--- config.mk ---
export PLATFORM = sky130hd
export DESIGN_NAME = lock_supervisor_flat
export DESIGN_NICKNAME = d
export VERILOG_FILES = /design/src/rtl/lock_sup_pkg.sv /design/src/rtl/lock_supervisor_if.sv /design/src/rtl/lock_sup_timer.sv /design/src/rtl/lock_supervisor.sv /design/src/flat_wrapper.sv
export SDC_FILE = /design/constraint.sdc
export NUM_CORES = 1
export LEC_CHECK = 0
export CAP_MARGIN = 20
export CORE_MARGIN = 3
export CORE_UTILIZATION = 52
export CTS_CLUSTER_SIZE = 28
export DETAILED_ROUTE_END_ITERATION = 8
export PLACE_DENSITY = 0.79
export SYNTH_ARGS = -nofsm -noshare
export SYNTH_HDL_FRONTEND = slang
export SYNTH_HIERARCHICAL = 1
export SYNTH_SLANG_ARGS = --single-unit
--- constraint.sdc ---
create_clock -name clk -period 4.15 [get_ports clk]
set_input_delay 0.6225 -clock clk [delete_from_list [all_inputs] [get_ports clk]]
set_output_delay 0.6225 -clock clk [all_outputs]
set_load 0.05 [all_outputs]
--- src/rtl/lock_sup_pkg.sv ---
// Shared definitions for the lock supervisor slice.
//   state_t     : supervisor FSM state encoding
//   DEF_CODE_W  : default code length (matches the serial lock)
//   DEF_SECRET  : default secret used by benches
//   max2        : elaboration-time helper for sizing timers
package lock_sup_pkg;

    typedef enum logic [2:0] {
        ST_IDLE    = 3'd0,
        ST_SEND    = 3'd1,
        ST_CHECK   = 3'd2,
        ST_OPEN    = 3'd3,
        ST_LOCKOUT = 3'd4
    } state_t;

    localparam int         DEF_CODE_W = 7;
    localparam logic [6:0] DEF_SECRET = 7'b1011000;

    function automatic int max2(input int a, input int b);
        return (a > b) ? a : b;
    endfunction

endpackage

--- src/rtl/lock_supervisor_if.sv ---
// Code-offer handshake between a requester and the lock supervisor.
//   code_valid : code offered (master -> slave)
//   code_data  : parallel code, MSB is shifted first (master -> slave)
//   code_ready : supervisor can accept a code (slave -> master)
interface lock_supervisor_if #(
    parameter int CODE_W = 7
) ();
    logic              code_valid;
    logic [CODE_W-1:0] code_data;
    logic              code_ready;

    modport master (output code_valid, output code_data, input code_ready);
    modport slave  (input code_valid, input code_data, output code_ready);
endinterface

--- src/rtl/lock_sup_timer.sv ---
// Loadable down-counter shared by the OPEN and LOCKOUT windows.
//   clk, resetn : clock, async active-low reset
//   load, value : load value on the next edge (load wins over tick)
//   tick        : decrement by one, holding at zero (never wraps)
//   expired     : count is in its final cycle (<=1)
module lock_sup_timer #(
    parameter int TW = 8
) (
    input  logic          clk,
    input  logic          resetn,
    input  logic          load,
    input  logic [TW-1:0] value,
    input  logic          tick,
    output logic          expired
);
    logic [TW-1:0] cnt;

    always_ff @(posedge clk or negedge resetn) begin
        if (!resetn)                 cnt <= '0;
        else if (load)               cnt <= value;
        else if (tick && cnt != '0)  cnt <= cnt - 1'b1;
    end

    // A window loaded with N stays open for exactly N cycles: the exit is
    // taken on the edge that ends the cycle in which the count reads 1.
    assign expired = (cnt <= TW'(1));
endmodule

--- src/rtl/lock_supervisor.sv ---
// Sequences the serial combination lock: accepts a parallel code, shifts it
// MSB-first into the lock, judges the outcome, holds the door open for a
// bounded time and imposes a lockout after MAX_FAILS consecutive failures.
// Optional feature macro: LOCKOUT_ESCALATE_EN (lockout doubles per entry).
// Ports:
//   clk, resetn              : clock, async active-low reset
//   code (slave)             : code_valid/code_data/code_ready handshake
//   relock                   : close early while OPEN
//   lock_in, lock_rstn       : drive the lock IN and resetn (registered)
//   lock_error, lock_unlock  : lock ERROR / UNLOCK
//   unlocked, alarm          : OPEN / LOCKOUT indicators
//   attempt_done, attempt_ok : one-cycle judgement pulse and its result
//   fail_count               : consecutive failures, saturating
module lock_supervisor
    import lock_sup_pkg::*;
#(
    parameter int CODE_W         = DEF_CODE_W,
    parameter int MAX_FAILS      = 3,
    parameter int OPEN_CYCLES    = 16,
    parameter int LOCKOUT_CYCLES = 64
) (
    input  logic                         clk,
    input  logic                         resetn,
    lock_supervisor_if.slave             code,
    input  logic                         relock,
    output logic                         lock_in,
    output logic                         lock_rstn,
    input  logic                         lock_error,
    input  logic                         lock_unlock,
    output logic                         unlocked,
    output logic                         alarm,
    output logic                         attempt_done,
    output logic                         attempt_ok,
    output logic [$clog2(MAX_FAILS+1)-1:0] fail_count
);
    localparam int FCW = $clog2(MAX_FAILS + 1);
    localparam int KW  = $clog2(CODE_W);
`ifdef LOCKOUT_ESCALATE_EN
    localparam int LOCK_MAX = LOCKOUT_CYCLES * 8;
`else
    localparam int LOCK_MAX = LOCKOUT_CYCLES;
`endif
    localparam int TW = $clog2(max2(OPEN_CYCLES, LOCK_MAX) + 1);

    localparam logic [FCW-1:0] MAXF  = FCW'(MAX_FAILS);
    localparam logic [KW-1:0]  KLAST = KW'(CODE_W - 1);

    state_t            state;
    logic [CODE_W-1:0] sr;
    logic [KW-1:0]     k;

    logic              chk_ok, do_fail, to_lock;
    logic [FCW-1:0]    fail_nxt;
    logic              tmr_load, tmr_tick, tmr_expired;
    logic [TW-1:0]     tmr_val, lock_len;

`ifdef LOCKOUT_ESCALATE_EN
    logic [1:0]        esc_lvl;
    assign lock_len = TW'(LOCKOUT_CYCLES) << esc_lvl;
`else
    assign lock_len = TW'(LOCKOUT_CYCLES);
`endif

    // Decisions shared by the FSM and the timer load so both act on the
    // same edge.
    always_comb begin
        chk_ok   = lock_unlock & ~lock_error;
        do_fail  = ((state == ST_SEND) && lock_error) ||
                   ((state == ST_CHECK) && !chk_ok);
        fail_nxt = (fail_count == MAXF) ? fail_count : fail_count + 1'b1;
        to_lock  = do_fail && (fail_nxt == MAXF);
        tmr_load = ((state == ST_CHECK) && chk_ok) || to_lock;
        tmr_val  = to_lock ? lock_len : TW'(OPEN_CYCLES);
        tmr_tick = (state == ST_OPEN) || (state == ST_LOCKOUT);
    end

    lock_sup_timer #(.TW(TW)) u_timer (
        .clk     (clk),
        .resetn  (resetn),
        .load    (tmr_load),
        .value   (tmr_val),
        .tick    (tmr_tick),
        .expired (tmr_expired)
    );

    always_ff @(posedge clk or negedge resetn) begin
        if (!resetn) begin
            state        <= ST_IDLE;
            sr           <= '0;
            k            <= '0;
            lock_in      <= 1'b0;
            lock_rstn    <= 1'b0;
            attempt_done <= 1'b0;
            attempt_ok   <= 1'b0;
            fail_count   <= '0;
`ifdef LOCKOUT_ESCALATE_EN
            esc_lvl      <= 2'd0;
`endif
        end else begin
            attempt_done <= 1'b0;
            attempt_ok   <= 1'b0;
            if (do_fail) begin
                attempt_done <= 1'b1;
                fail_count   <= fail_nxt;
                lock_rstn    <= 1'b0;
                lock_in      <= 1'b0;
                state        <= to_lock ? ST_LOCKOUT : ST_IDLE;
`ifdef LOCKOUT_ESCALATE_EN
                if (to_lock && esc_lvl != 2'd3) esc_lvl <= esc_lvl + 2'd1;
`endif
            end else begin
                case (state)
                    ST_IDLE: begin
                        // code_ready is high exactly in IDLE.
                        if (code.code_valid) begin
                            lock_in   <= code.code_data[CODE_W-1];
                            sr        <= {code.code_data[CODE_W-2:0], 1'b0};
                            lock_rstn <= 1'b1;
                            k         <= '0;
                            state     <= ST_SEND;
                        end
                    end
                    ST_SEND: begin
                        if (k == KLAST) begin
                            lock_in <= 1'b0;
                            state   <= ST_CHECK;
                        end else begin
                            lock_in <= sr[CODE_W-1];
                            sr      <= {sr[CODE_W-2:0], 1'b0};
                            k       <= k + 1'b1;
                        end
                    end
                    ST_CHECK: begin
                        // Only reached here on success; failures took do_fail.
                        attempt_done <= 1'b1;
                        attempt_ok   <= 1'b1;
                        fail_count   <= '0;
                        state        <= ST_OPEN;
`ifdef LOCKOUT_ESCALATE_EN
                        esc_lvl      <= 2'd0;
`endif
                    end
                    ST_OPEN: begin
                        if (relock || tmr_expired) begin
                            lock_rstn <= 1'b0;
                            state     <= ST_IDLE;
                        end
                    end
                    ST_LOCKOUT: begin
                        if (tmr_expired) begin
                            fail_count <= '0;
                            state      <= ST_IDLE;
                        end
                    end
                    default: state <= ST_IDLE;
                endcase
            end
        end
    end

    assign code.code_ready = (state == ST_IDLE);
    assign unlocked        = (state == ST_OPEN);
    assign alarm           = (state == ST_LOCKOUT);
endmodule

--- src/flat_wrapper.sv ---
// flat-port wrapper written by rule: the top's interface ports become plain ports
module lock_supervisor_flat import lock_sup_pkg::*;
#(
    parameter int CODE_W         = DEF_CODE_W,
    parameter int MAX_FAILS      = 3,
    parameter int OPEN_CYCLES    = 16,
    parameter int LOCKOUT_CYCLES = 64
)
  (clk, resetn, relock, lock_in, lock_rstn, lock_error, lock_unlock, unlocked, alarm, attempt_done, attempt_ok, fail_count, code_code_valid, code_code_data, code_code_ready);
  lock_supervisor_if #(.CODE_W(CODE_W)) code_i ();
  input  logic clk;
  input  logic resetn;
  input  logic relock;
  output logic lock_in;
  output logic lock_rstn;
  input  logic lock_error;
  input  logic lock_unlock;
  output logic unlocked;
  output logic alarm;
  output logic attempt_done;
  output logic attempt_ok;
  output logic [$clog2(MAX_FAILS+1)-1:0] fail_count;
  input wire logic [$bits(code_i.code_valid)-1:0] code_code_valid;
  input wire logic [$bits(code_i.code_data)-1:0] code_code_data;
  output wire logic [$bits(code_i.code_ready)-1:0] code_code_ready;
  assign code_i.code_valid = code_code_valid;
  assign code_i.code_data = code_code_data;
  assign code_code_ready = code_i.code_ready;
  lock_supervisor #(.CODE_W(CODE_W), .MAX_FAILS(MAX_FAILS), .OPEN_CYCLES(OPEN_CYCLES), .LOCKOUT_CYCLES(LOCKOUT_CYCLES)) u_core (.clk(clk), .resetn(resetn), .code(code_i), .relock(relock), .lock_in(lock_in), .lock_rstn(lock_rstn), .lock_error(lock_error), .lock_unlock(lock_unlock), .unlocked(unlocked), .alarm(alarm), .attempt_done(attempt_done), .attempt_ok(attempt_ok), .fail_count(fail_count));
endmodule
==> results of run 1 <==
==> synth_stat cells, types with 2 or more instances <==
master	instances	share of area
nor2_1	9	0.022
mux2_2	12	0.089
nor3_1	6	0.020
mux2i_1	2	0.013
a211o_1	2	0.012
o21ai_0	5	0.016
nor3b_1	3	0.015
a31oi_1	6	0.025
a2bb2oi_1	3	0.017
buf_4	2	0.0099
o2111ai_1	2	0.012
ha_1	5	0.041
dfrtp_1	25	0.41
o31ai_1	3	0.015
a21oi_1	6	0.020
o211ai_1	2	0.0099
nand3_1	5	0.016
inv_1	11	0.027
nand3b_1	2	0.0099
nand4_1	2	0.0082
nor2b_1	3	0.012
nand2_1	12	0.030
nand2b_1	5	0.021
==> cell families (layout without fill, tap and decap cells) <==
logic type               Yosys count  in the layout  share of synthesized area
other                              1              5                    0.00246
flip-flops                        25             25                      0.411
XOR/XNOR                           1              1                    0.00575
AO/OA/AOI/OAI                     38             38                      0.186
multiplexers                      14             14                      0.102
AND/OR/NAND/NOR                   54             54                      0.202
buffers and inverters             16             38                     0.0501
adder cells (fa/ha/maj)            5              5                     0.0411
==> final timing paths <==
kind,startpoint,endpoint,cells past startpoint,slack [ns]
max in group asynchronous,resetn,u_core/u_timer/cnt[5]$_DFFE_PN0P_,3,3.11
max,u_core/state[0]$_DFFE_PN0P_,unlocked,3,1.21
min reg2reg,u_core/sr[5]$_DFFE_PN0P_,u_core/sr[5]$_DFFE_PN0P_,1,0.52
max reg2reg,u_core/u_timer/cnt[2]$_DFFE_PN0P_,u_core/state[0]$_DFFE_PN0P_,6,1.75
min in group asynchronous,resetn,u_core/state[1]$_DFFE_PN0P_,1,0.54
min,u_core/sr[5]$_DFFE_PN0P_,u_core/sr[5]$_DFFE_PN0P_,1,0.52
==> layout make-up <==
class                   count  area (um2)  area share
clock buffers               4        26.3      0.0145
inverters                  11        41.3      0.0228
multi-input cells         117         836       0.461
flip-flops and latches     25         626       0.345
well taps                  30        37.5      0.0207
repair buffers             23         245       0.135
==> critical path, stage by stage, from the launching register on <==
cell and delay (ns):
dfrtp_1 0.75, nand3b_1 0.32, inv_1 0.12, clkdlybuf4s50_1 0.80
==> per-layer routing <==
layer,vias up,part of all wire,track usage
li1,612,-,-
met1,638,0.44,0.267
met2,52,0.49,0.352
met3,2,0.060,0.0367
met4,0,0.0045,0.0759
met5,-,0,0
==> metrics by stage <==
step           instances  hold WS, ns   util
6_report             210        0.522  0.688
5_1_grt              210        0.518  0.688
4_1_cts              209        0.525  0.677
3_5_place_dp         205        0.494  0.667
3_3_place_gp         205        0.483  0.667
2_1_floorplan        158        0.327      -
==> power groups by stage <==
stage,Combinational (mW),Sequential (mW),Clock [mW]
floorplan,0.626,0.521,0
global placement,0.798,0.512,0
detailed placement,0.829,0.519,0
CTS,0.832,0.516,0.112
global route,0.919,0.538,0.123
finish,0.838,0.519,0.107
==> state kept, by name (all words and copies together) (netlist names) <==
register,cells
u_core/k,3
u_core/u_timer/cnt,7
u_core/fail_count,2
u_core/state,3
u_core/lock_in,1
u_core/sr,6
u_core/lock_rstn,1
u_core/attempt_ok,1
u_core/attempt_done,1
==> placed cells by master (no fill, tap or decap), types with 2 or more instances in the layout <==
master	count
mux2_2	12
o211ai_1	2
nor2_1	9
a31oi_1	6
clkbuf_4	3
clkdlybuf4s50_1	21
a21oi_1	6
nor3_1	6
o31ai_1	3
dfrtp_1	25
nor3b_1	3
nor2b_1	3
nand2b_1	5
a2bb2oi_1	3
mux2i_1	2
a211o_1	2
nand3_1	5
nand4_1	2
nand2_1	12
inv_1	11
ha_1	5
conb_1	5
o2111ai_1	2
o21ai_0	5
nand3b_1	2
==> flow_metrics.py, run 1 <==
metrics = {
    "placed_design": {
        "finalWeightedCongestion": 0.931,
        "io_buffers": 21,
        "dp_slack_ns": 1.60,
        "dp_hpwl_um": 2440,
        "place_area_mm2": 0.00176,
    },
    "logic_synthesis": {
        "synthCells": 154,
        "ys.warnings.count": 6,
        "synth_ff_type": "dfrtp_1",
        "synth.avg_cell_area_um2": 9.89,
        "ys_ff_latch": 25,
        "synth_cell_types": 44,
        "async_reset_ff_frac": 1.00,
        "synth-seq-area-share": 0.411,
        "synth_edf_count": 0,
        "syn_area_mm2": 0.00152,
    },
    "power_and_ir_drop": {
        "p_leak_nw": 0.778,
        "intPower_mw": 0.773,
        "switchingPower_mw": 0.690,
        "clkPwrFrac": 0.073,
        "ir_drop_v": 0.000599,
        "swShare": 0.472,
        "p_total_mw": 1.46,
        "power_frac_comb": 0.572,
        "seqPwrFrac": 0.354,
        "p_per_area_mw_per_mm2": 808,
    },
    "floorplanning": {
        "pin_count": 22,
        "start_util": 0.578,
        "fp-row-count": 18,
        "die_x_um": 60.1,
        "core_mm2": 0.00264,
        "dieArea_mm2": 0.00361,
        "fp.dieH_um": 60.1,
    },
    "cells_and_area": {
        "antenna_cells": 0,
        "final_area_mm2": 0.00181,
        "drive_above_1_share": 0.144,
        "nFillCells": 206,
        "area_growth_pct": 19.0,
        "nNetsFinal": 199,
    },
    "routing": {
        "drt_wl_total_um": 3330,
        "vias_per_cell": 6.21,
        "post-route-drc-count": 0,
        "ant_nets": 0,
        "firstDrtPassIters": 4,
        "wl_per_cell_um": 15.9,
        "drt_iter0_drc": 114,
        "vias": 1304,
    },
    "job": {
        "max-cap-violations": 0,
    },
    "critical_path": {
        "critical_path_class": "reg -> out",
        "start_kind": "flip-flop",
        "arrival_ns": 2.31,
        "end_kind": "primary output",
        "cp.required_ns": 3.53,
        "cp_max_fo": 18,
    },
    "cts": {
        "ctsHoldBuffers": 0,
        "clk_pin_slew_ns": 0.13,
        "cts_buffers": 3,
        "clock_sinks": 25,
        "htreeDepth": 1,
        "clockBufferDepth": 2,
        "cts_tree": "done",
        "cts_resized": 0,
        "cts_root_buf": "clkbuf_4",
        "insertion_delay_ns": 0.31,
        "cts_setup_buffers": 0,
    },
    "worst_hold_path": {
        "hp-class": "reg -> reg",
    },
    "timing": {
        "timing.final.ws_setup_ns": 1.21,
        "max_freq_mhz": 341,
        "setup_viol_count_final": 0,
        "final.setup.tns_ns": 0,
        "period_share": 0.707,
        "rsz0062_at_grt": "no",
        "clock-skew-final_ns": 0.00659,
        "final_max_slew_viol_count": 0,
        "worst_pin_slew_ns": 0.754,
        "layout_min_cycle_time_ns": 2.94,
        "relSlewSlack": 0.493,
        "finalHoldViolCount": 0,
    },
    "global_route": {
        "grt_max_degree": 25,
        "antenna_found_initial": 0,
        "grt_pass1_wl_um": 5820,
        "grt_overflow": 0,
        "grt_pass1_vias": 1328,
        "grt_usage": 0.209,
    },
    "outcome": {
        "status": "completed",
    },
}
(Power assumes the default switching activity.)
==> run 2, diff against run 1 <==
clock period = 3.05 ns   (was 4.15 ns; I/O delays follow)
==> run 2 against run 1 <==
Sequential share of layout area is 0.36 points higher; routed wire length decreased by 7.3%; critical path depth stayed put; clock skew is 0.0019 ns higher; sequential power grew 34%; first-iteration DRC count down 48%; global-route usage fell by 1.4 points; sequential cell count unchanged; power up 34%; via count shrank 5.1%; critical endpoint unchanged; highest routed layer unchanged.
==> flow_metrics.py, run 2 (synthesis gave the netlist of run 1 again) <==
metrics = {
    "outcome": {
        "status": "completed",
    },
    "cts": {
        "cts_buffers": 3,
        "insertion_delay_ns": 0.31,
        "clock_sinks": 25,
        "cts_setup_buffers": 0,
        "cts_root_buf": "clkbuf_4",
        "ctsHoldBuffers": 0,
        "cts_resized": 0,
        "clockBufferDepth": 2,
        "clk_pin_slew_ns": 0.14,
        "cts_tree": "done",
        "htreeDepth": 1,
    },
    "critical_path": {
        "path_depth": 3,
        "cp.buffers_inverters": 2,
        "end_kind": "primary output",
        "cp_max_fo": 18,
        "cp.required_ns": 2.59,
        "startpoint": "u_core/state[0]$_DFFE_PN0P_",
        "start_kind": "flip-flop",
        "reg2regPathDepth": 6,
        "rrSetupSlack_ns": 0.77,
        "reg2reg_to": "u_core/u_timer/cnt[0]$_DFFE_PN0P_",
        "critical_path_class": "reg -> out",
        "cpLargestDelayFamily": "buffers and inverters",
        "cpMaxStageDelayCell": "clkdlybuf4s50_1",
        "worstPathCellList": "nand3b_1, inv_1, clkdlybuf4s50_1",
        "cpPeakStageDelay_ns": 0.80,
        "r2r-start": "u_core/state[0]$_DFFE_PN0P_",
        "crit_end": "unlocked",
        "arrival_ns": 2.23,
    },
    "cells_and_area": {
        "area_growth_pct": 17.7,
        "most-common-layout-cells": "dfrtp_1 (25), clkdlybuf4s50_1 (21), nand2_1 (12), mux2_2 (12), inv_1 (11)",
        "largest_register_ffs": 7,
        "final_common_cell": "dfrtp_1",
        "largest-register": "u_core/u_timer/cnt",
        "final_area_mm2": 0.00179,
        "reg.largest.list": "u_core/u_timer/cnt (7), u_core/sr (6)",
        "antenna_cells": 0,
        "drive_above_1_share": 0.150,
        "nNetsFinal": 199,
    },
    "placed_design": {
        "place_area_mm2": 0.00177,
        "dp_hpwl_um": 2330,
        "finalWeightedCongestion": 0.886,
        "dp_slack_ns": 0.695,
        "io_buffers": 21,
    },
    "timing": {
        "layout_min_cycle_time_ns": 2.69,
        "worst_pin_slew_ns": 0.680,
        "finalHoldViolCount": 0,
        "max_freq_mhz": 372,
        "setup_viol_count_final": 0,
        "final.setup.tns_ns": 0,
        "period_share": 0.881,
        "relSlewSlack": 0.543,
        "timing.final.ws_setup_ns": 0.364,
        "timing.hold.ws_ns": 0.480,
        "clock-skew-final_ns": 0.00847,
        "rsz0062_at_grt": "no",
        "final_max_slew_viol_count": 0,
    },
    "floorplanning": {
        "core_mm2": 0.00264,
        "start_util": 0.578,
        "die_x_um": 60.1,
        "dieArea_mm2": 0.00361,
        "pin_count": 22,
        "fp-row-count": 18,
        "fp.dieH_um": 60.1,
    },
    "routing": {
        "firstDrtPassIters": 4,
        "wl_per_cell_um": 14.7,
        "vias_per_cell": 5.89,
        "post-route-drc-count": 0,
        "vias": 1237,
        "drt_iter0_drc": 59,
        "ant_nets": 0,
        "drt_wl_total_um": 3090,
    },
    "global_route": {
        "grt_usage": 0.196,
        "grt_overflow": 0,
        "grt_pass1_vias": 1240,
        "grt_pass1_wl_um": 5380,
        "grt_max_degree": 26,
        "antenna_found_initial": 0,
    },
    "worst_hold_path": {
        "hp-class": "in -> async",
    },
    "power_and_ir_drop": {
        "p_leak_nw": 0.773,
        "p_per_area_mw_per_mm2": 1100,
        "ir_drop_v": 0.000747,
    },
    "job": {
        "max-cap-violations": 0,
    },
}
-- run 2: cell count changes in the layout (fill, tap and decap cells not counted) --
cell and change:
buf_16 -1, buf_4 +1, clkbuf_1 -1, clkinv_2 +1
-- run 2: worst reg2reg max path, stage by stage (launching register included) --
cell       delay (ns)
dfrtp_1          0.61
nand2b_1         0.29
o32ai_2          0.45
a21o_1           0.39
inv_1            0.20
o2111ai_1        0.14
nand3_1          0.10
-- run 2: worst min path at each step --
| stage | startpoint | end | cells after the start |
|---|---|---|---|
| after floorplan | resetn | u_core/attempt_done$_DFF_PN0_ | 0 |
| after global placement | u_core/sr[3]$_DFFE_PN0P_ | u_core/sr[3]$_DFFE_PN0P_ | 1 |
| after detailed placement | u_core/sr[5]$_DFFE_PN0P_ | u_core/sr[5]$_DFFE_PN0P_ | 1 |
| after CTS | resetn | u_core/fail_count[0]$_DFFE_PN0P_ | 2 |
| after global routing | resetn | u_core/state[2]$_DFFE_PN0P_ | 2 |
| final | resetn | u_core/state[2]$_DFFE_PN0P_ | 2 |
-- run 2: where the power goes --
group / internal [mW] / switching (mW) / total, mW
Combinational: 0.505 / 0.614 / 1.12
Sequential: 0.491 / 0.207 / 0.698
Clock: 0.0490 / 0.0977 / 0.147
-- run 2: stage by stage --
stage / std cells / utilization / total power [mW]
after global placement: 206 / 0.670 / 1.78
after CTS: 210 / 0.680 / 1.98
after floorplan: 158 / - / 1.56
final: 210 / 0.680 / 1.96
after global routing: 210 / 0.680 / 2.12
after detailed placement: 206 / 0.670 / 1.82
-- run 2: cell type report --
cell class / instances / area, um2
Clock buffer: 3 / 22.5
Fill cell: 222 / 842
Tap cell: 30 / 37.5
Inverter: 11 / 41.3
Multi-Input combinational cell: 117 / 836
Clock inverter: 1 / 5.00
Sequential cell: 25 / 626
Timing Repair Buffer: 23 / 225
-- run 2: metal layers --
metal	part of all wire	vias up	global-route usage
met3	0.049	8	0.0281
li1	-	609	-
met4	0.017	0	0.0696
met2	0.48	37	0.333
met1	0.45	583	0.250
met5	0	-	0
